===== config.mk =====
export PLATFORM = sky130hd
export DESIGN_NAME = fifo_sync_flags_flat
export DESIGN_NICKNAME = d
export VERILOG_FILES = /design/src/rtl/fifo_sync_flags_if.sv /design/src/rtl/fifo_sync_flags.sv /design/src/flat_wrapper.sv
export SDC_FILE = /design/constraint.sdc
export NUM_CORES = 1
export LEC_CHECK = 0
export CAP_MARGIN = 0
export CORE_ASPECT_RATIO = 0.9
export CORE_MARGIN = 4
export CORE_UTILIZATION = 54
export DETAILED_ROUTE_END_ITERATION = 6
export PLACE_DENSITY = 0.81
export SYNTH_ARGS = -nofsm -noshare
export SYNTH_HDL_FRONTEND = slang
export SYNTH_SLANG_ARGS = --single-unit

===== constraint.sdc =====
create_clock -name clk -period 4.08 [get_ports clk]
set_clock_uncertainty 0.05 [all_clocks]
set_input_delay 0.408 -clock clk [delete_from_list [all_inputs] [get_ports clk]]
set_output_delay 0.408 -clock clk [all_outputs]
set_load 0.02 [all_outputs]

===== src/rtl/fifo_sync_flags_if.sv =====
// fifo_sync_flags_if: signal bundle for the synchronous FIFO.
//   master modport : producer/consumer side (drives wr_en, din, rd_en, clr_err)
//   slave  modport : FIFO side (drives data, status flags, fill count, error flags)
// clk/rst are not carried here; they stay plain ports on the FIFO.
interface fifo_sync_flags_if #(
    parameter int DATA_WIDTH = 8,
    parameter int DEPTH      = 16
) ();
    logic                     wr_en;
    logic [DATA_WIDTH-1:0]    din;
    logic                     rd_en;
    logic                     clr_err;
    logic [DATA_WIDTH-1:0]    dout;
    logic                     dout_valid;
    logic                     full;
    logic                     empty;
    logic                     almost_full;
    logic                     almost_empty;
    logic [$clog2(DEPTH):0]   count;
    logic                     overflow;
    logic                     underflow;

    modport master (
        output wr_en, din, rd_en, clr_err,
        input  dout, dout_valid, full, empty, almost_full, almost_empty,
               count, overflow, underflow
    );

    modport slave (
        input  wr_en, din, rd_en, clr_err,
        output dout, dout_valid, full, empty, almost_full, almost_empty,
               count, overflow, underflow
    );
endinterface


===== src/rtl/fifo_sync_flags.sv =====
// fifo_sync_flags: single-clock FIFO with fill count, almost-full/almost-empty
// thresholds, sticky overflow/underflow and selectable read mode.
//   clk : clock, all state on the rising edge
//   rst : asynchronous active-high reset (memory contents are kept)
//   bus : fifo_sync_flags_if.slave
//         in  : wr_en, din, rd_en (pop in FWFT mode), clr_err
//         out : dout, dout_valid, full, empty, almost_full, almost_empty,
//               count, overflow, underflow
// FWFT=0: dout is registered, dout_valid pulses one cycle after an accepted read.
// FWFT=1: dout shows the head entry combinationally, dout_valid = ~empty.
module fifo_sync_flags #(
    parameter int DATA_WIDTH = 8,
    parameter int DEPTH      = 16,
    parameter int AF_THRESH  = DEPTH - 2,
    parameter int AE_THRESH  = 2,
    parameter bit FWFT       = 1'b0
) (
    input  logic             clk,
    input  logic             rst,
    fifo_sync_flags_if.slave bus
);
    localparam int AW = $clog2(DEPTH);
    localparam int CW = AW + 1;

    logic [DATA_WIDTH-1:0] mem [DEPTH];
    logic [AW-1:0]         wr_ptr;
    logic [AW-1:0]         rd_ptr;
    logic [CW-1:0]         count_q;
    logic                  full;
    logic                  empty;
    logic                  wr_acc;
    logic                  rd_acc;
    logic                  overflow_q;
    logic                  underflow_q;

    // Flags decode the registered count only: no write-to-read bypass.
    assign full   = (count_q == CW'(DEPTH));
    assign empty  = (count_q == '0);
    assign wr_acc = bus.wr_en & ~full;
    assign rd_acc = bus.rd_en & ~empty;

    assign bus.full         = full;
    assign bus.empty        = empty;
    assign bus.almost_full  = (count_q >= CW'(AF_THRESH));
    assign bus.almost_empty = (count_q <= CW'(AE_THRESH));
    assign bus.count        = count_q;
    assign bus.overflow     = overflow_q;
    assign bus.underflow    = underflow_q;

    // Storage has no reset; stale entries are unreachable once pointers clear.
    always_ff @(posedge clk) begin
        if (wr_acc) mem[wr_ptr] <= bus.din;
    end

    // DEPTH is a power of two, so pointer overflow is the modulo wrap.
    always_ff @(posedge clk or posedge rst) begin
        if (rst) begin
            wr_ptr  <= '0;
            rd_ptr  <= '0;
            count_q <= '0;
        end else begin
            if (wr_acc) wr_ptr <= wr_ptr + AW'(1);
            if (rd_acc) rd_ptr <= rd_ptr + AW'(1);
            if (wr_acc && !rd_acc)      count_q <= count_q + CW'(1);
            else if (!wr_acc && rd_acc) count_q <= count_q - CW'(1);
        end
    end

    // Sticky errors: a new error in the clearing cycle wins over clr_err.
    always_ff @(posedge clk or posedge rst) begin
        if (rst) begin
            overflow_q  <= 1'b0;
            underflow_q <= 1'b0;
        end else begin
            if (bus.wr_en && full)  overflow_q <= 1'b1;
            else if (bus.clr_err)   overflow_q <= 1'b0;
            if (bus.rd_en && empty) underflow_q <= 1'b1;
            else if (bus.clr_err)   underflow_q <= 1'b0;
        end
    end

    generate
        if (FWFT) begin : g_fwft
            assign bus.dout       = mem[rd_ptr];
            assign bus.dout_valid = ~empty;
        end else begin : g_std
            logic [DATA_WIDTH-1:0] dout_q;
            logic                  dout_valid_q;

            // dout holds its last value between reads; valid is a 1-cycle pulse.
            always_ff @(posedge clk or posedge rst) begin
                if (rst) begin
                    dout_q       <= '0;
                    dout_valid_q <= 1'b0;
                end else begin
                    dout_valid_q <= rd_acc;
                    if (rd_acc) dout_q <= mem[rd_ptr];
                end
            end

            assign bus.dout       = dout_q;
            assign bus.dout_valid = dout_valid_q;
        end
    endgenerate
endmodule


===== src/flat_wrapper.sv =====
// flat-port wrapper written by rule: the top's interface ports become plain ports
module fifo_sync_flags_flat 
#(
    parameter int DATA_WIDTH = 8,
    parameter int DEPTH      = 16,
    parameter int AF_THRESH  = DEPTH - 2,
    parameter int AE_THRESH  = 2,
    parameter bit FWFT       = 1'b0
)
  (clk, rst, bus_wr_en, bus_din, bus_rd_en, bus_clr_err, bus_dout, bus_dout_valid, bus_full, bus_empty, bus_almost_full, bus_almost_empty, bus_count, bus_overflow, bus_underflow);
  fifo_sync_flags_if #(.DATA_WIDTH(DATA_WIDTH), .DEPTH(DEPTH)) bus_i ();
  input  logic clk;
  input  logic rst;
  input wire logic [$bits(bus_i.wr_en)-1:0] bus_wr_en;
  input wire logic [$bits(bus_i.din)-1:0] bus_din;
  input wire logic [$bits(bus_i.rd_en)-1:0] bus_rd_en;
  input wire logic [$bits(bus_i.clr_err)-1:0] bus_clr_err;
  output wire logic [$bits(bus_i.dout)-1:0] bus_dout;
  output wire logic [$bits(bus_i.dout_valid)-1:0] bus_dout_valid;
  output wire logic [$bits(bus_i.full)-1:0] bus_full;
  output wire logic [$bits(bus_i.empty)-1:0] bus_empty;
  output wire logic [$bits(bus_i.almost_full)-1:0] bus_almost_full;
  output wire logic [$bits(bus_i.almost_empty)-1:0] bus_almost_empty;
  output wire logic [$bits(bus_i.count)-1:0] bus_count;
  output wire logic [$bits(bus_i.overflow)-1:0] bus_overflow;
  output wire logic [$bits(bus_i.underflow)-1:0] bus_underflow;
  assign bus_i.wr_en = bus_wr_en;
  assign bus_i.din = bus_din;
  assign bus_i.rd_en = bus_rd_en;
  assign bus_i.clr_err = bus_clr_err;
  assign bus_dout = bus_i.dout;
  assign bus_dout_valid = bus_i.dout_valid;
  assign bus_full = bus_i.full;
  assign bus_empty = bus_i.empty;
  assign bus_almost_full = bus_i.almost_full;
  assign bus_almost_empty = bus_i.almost_empty;
  assign bus_count = bus_i.count;
  assign bus_overflow = bus_i.overflow;
  assign bus_underflow = bus_i.underflow;
  fifo_sync_flags #(.DATA_WIDTH(DATA_WIDTH), .DEPTH(DEPTH), .AF_THRESH(AF_THRESH), .AE_THRESH(AE_THRESH), .FWFT(FWFT)) u_core (.clk(clk), .rst(rst), .bus(bus_i));
endmodule

==> results.md <==
- Clock Latency Late Sink: about 0.42 ns
- Area of the multi-input gates: 1580 um2
- Slowest Stage Delay on Critical Path: 0.45 ns
- Grt ovf: 0
- Syn Inst Count: 320
- Reg area: 4440 um2
- WP data arrival: ~3.2 ns
- Fin. Hold Viols: 0
- Final RePlAce weighted congestion: 0.769
- Worst-path clk slew: 0.06 ns
- Synthesized area: 6160 um2
- Switching power as a share of total power: 0.315
- HP Start: u_core.bus.dout[1]
- Share of the synthesized area in the top cell type: 0.624
- Most common cell after layout, fill and taps aside: edfxtp_1
- DR DRC count: 0
- Reg2Reg Depth: 10
- Fin Setup TNS: 0 ns
- Seq pwr share: 0.417
- Cts bufs inserted: 17
- Core area: ~11,000 um2
- Syn avg cell area: a little under 20 um2
- Most frequent CP cell: ha_1
- Hold endpoint: u_core.bus.dout[1]
- Most frequent cells in the layout: 128 x edfxtp_1, 32 x clkdlybuf4s50_1, 30 x mux4_2
- Antenna violations before repair: 0
- Worst Hold Class: flip-flop to flip-flop
- Worst setup SP type: flip-flop
- Vias/cell: 5.87
- P&R area growth vs syn: 17.4%
- Synth top area cells: edfxtp_1 62%, mux4_2 11%, dfrtp_1 9.8%
- Post-route ant nets: 0
- Slew @ Worst Pin: 1.07 ns
- Yosys Warn Count: 0
- Crit-path cells: or3_4 > nor3_4 > or2b_4 > ha_1 > inv_1 > ha_1 > a21o_1 > a21oi_1 > mux2i_1 > xnor2_1
- Crit share post-route: 0.705
- DIE HEIGHT: 109 um
- 1st-iter DRT viols: 323
- Maxcap violations: 0
- RSZ-0062 raised after global routing: false
- Worst Path Buf+Inv: 1
- Achievable Freq: ~0.35 GHz
- Switch Pwr: between 1.5 and 2 mW
- H-tree lvl count: 4
- Clock power share: 0.295
- Sequential fraction of the synthesis area: 0.722
- Die W: 121 um
- First-pass GRT wire length: 18,600 um
- Crit-path slowest cell: dfrtp_1
- Hold bufs inserted after CTS: 0
- Top cell family by delay on the critical path: simple AND/OR/NAND/NOR gates
- Vias in the first global route: 3,229
- Placed Area: 6640 um2
- Total track usage: 0.197
- Status: completed
- N_diodes: 0
- Min Tclk post-route: about 2.9 ns
- Final setup viols: 0
- Routed wire length: between 10,000 and 15,000 um
- Initial core utilization: 0.560
- Rows: 36
- IO Count: 33
- Final nets: 388
- IO Port Bufs: 32
- CTS Sinks: 152
- RR Startpoint: u_core.bus.count[2]
- DR WL/cell: roughly 22 um
- Post-CTS setup repair buffer count: 0
- Maximum VDD drop: 0.000320 V
- Vias after detailed routing: 3,106
- Area leader, netlist: edfxtp_1
- First-pass iteration count of the detailed router: 4
- Share of cells above drive strength 1: 0.212
- Register bit count reported by yosys: approximately 150
- PwrDens: 729 nW/um2
- Post-Syn Nets: 344
- CP required: ~4.4 ns
- CTS root buf: clkbuf_16
- Slew Viols, Final: 0
- TritonCTS clock tree: built
- Dpl hpwl: between 7000 and 8000 um
- Synth unique cells: 40
- Slew headroom: 0.289
- Comb power frac: 0.288
- Power, Total: 5.27 mW
- CP Capture Type: flip-flop
- Critical path peak fanout: 12
- WHS Path Cells: 2
- Max Root-Sink Buffers: 2
- Leak Pwr: 2.52 nW
- Largest net degree at the start of global routing: 34
- Design Area, Final: 7230 um2
- Filler cell count: 729
- Cell Int Power: roughly 3.6 mW
- Worst Setup Path Type: flip-flop to flip-flop
- Critical R2R Capture: u_core.bus.count[4]
- Die area: approximately 13,000 um2
- Post-CTS Resized: 0
- Register-to-register setup slack: 1.21 ns
registers in the layout (all words and copies together) (netlist names):
| register | cells |
|---|---|
| u_core.bus.count | 5 |
| u_core.bus.dout | 8 |
| u_core.bus.dout_valid | 1 |
| u_core.bus.overflow | 1 |
| u_core.bus.underflow | 1 |
| u_core.mem | 128 |
| u_core.rd_ptr | 4 |
| u_core.wr_ptr | 4 |
cell families after synthesis:
kind of cell             count (synthesis)  share of synthesized area
adder cells (fa/ha/maj)                 11                     0.0236
XOR/XNOR                                10                     0.0142
flip-flops                             152                      0.722
multiplexers                            49                      0.146
AND/OR/NAND/NOR                         53                     0.0449
AO/OA/AOI/OAI                           19                     0.0272
buffers and inverters                   26                     0.0226
cell type report:
cell class	count	share of cell area
clock buffers	18	0.0594
multi-input cells	142	0.218
flip-flops and latches	152	0.615
well taps	152	0.0263
repair buffers	41	0.0537
inverters	10	0.00554
clock inverters	14	0.0222
worst min-delay path: cells and delay by family, from the launching register on:
kind               cells  cell delay, ns
DFF                    1            0.34
AOI/OAI and AO/OA      1            0.06
and+or+nand+nor        1            0.06
cell usage after synthesis, drive strengths merged:
cell type and number:
edfxtp 128, mux4 32, dfrtp 24, nand2 22, mux2i 17, nor2 15
buf 14, ha 10, inv 10, xnor2 9, o221ai 7, nor3 5
a21oi 3, nand2b 3, o21ai 3, a22o 2, clkbuf 2, nand4 2
a2111oi 1, a21o 1, a311oi 1, a31o 1, and2 1, fa 1
nand3 1, nor2b 1, nor4 1, or2b 1, or3 1, xor2 1
worst max path at each step:
| stage | startpoint | endpoint | cells after the start | slack (ns) |
|---|---|---|---|---|
| global route | u_core.bus.count[2] | u_core.bus.count[4] | 10 | 1.07 |
| global placement | u_core.bus.count[2] | u_core.bus.count[4] | 10 | 1.35 |
| finish | u_core.bus.count[2] | u_core.bus.count[4] | 10 | 1.21 |
| CTS | u_core.bus.count[2] | u_core.bus.count[4] | 10 | 1.21 |
| floorplan | u_core.bus.count[2] | u_core.bus.count[4] | 11 | 1.17 |
| detailed placement | u_core.bus.count[2] | u_core.bus.count[4] | 10 | 1.24 |
power groups by stage:
| stage | Sequential [mW] | Combinational, mW | Clock (mW) |
|---|---|---|---|
| final | 2.20 | 1.52 | 1.56 |
| after CTS | 2.20 | 1.54 | 1.57 |
| after global routing | 2.23 | 1.63 | 1.65 |
| after floorplan | 2.14 | 1.11 | 0 |
| after detailed placement | 2.22 | 1.51 | 0 |
| after global placement | 2.21 | 1.47 | 0 |
metal layers:
metal / vias to the layer above / global-route usage / part of all wire
met5: - / 0 / 0
met3: 16 / 0.0571 / 0.054
li1: 1352 / - / -
met2: 120 / 0.320 / 0.51
met4: 0 / 0.0663 / 0.014
met1: 1618 / 0.262 / 0.42
metrics by stage:
stage	utilization	setup slack, ns	instances	hold WS (ns)
2_1_floorplan	-	1.17	320	0.373
3_3_place_gp	0.604	1.35	497	0.437
3_5_place_dp	0.604	1.24	497	0.434
4_1_cts	0.658	1.21	529	0.453
5_1_grt	0.658	1.07	529	0.477
6_report	0.658	1.21	529	0.445
No activity file was read; power rests on OpenSTA's default activity.
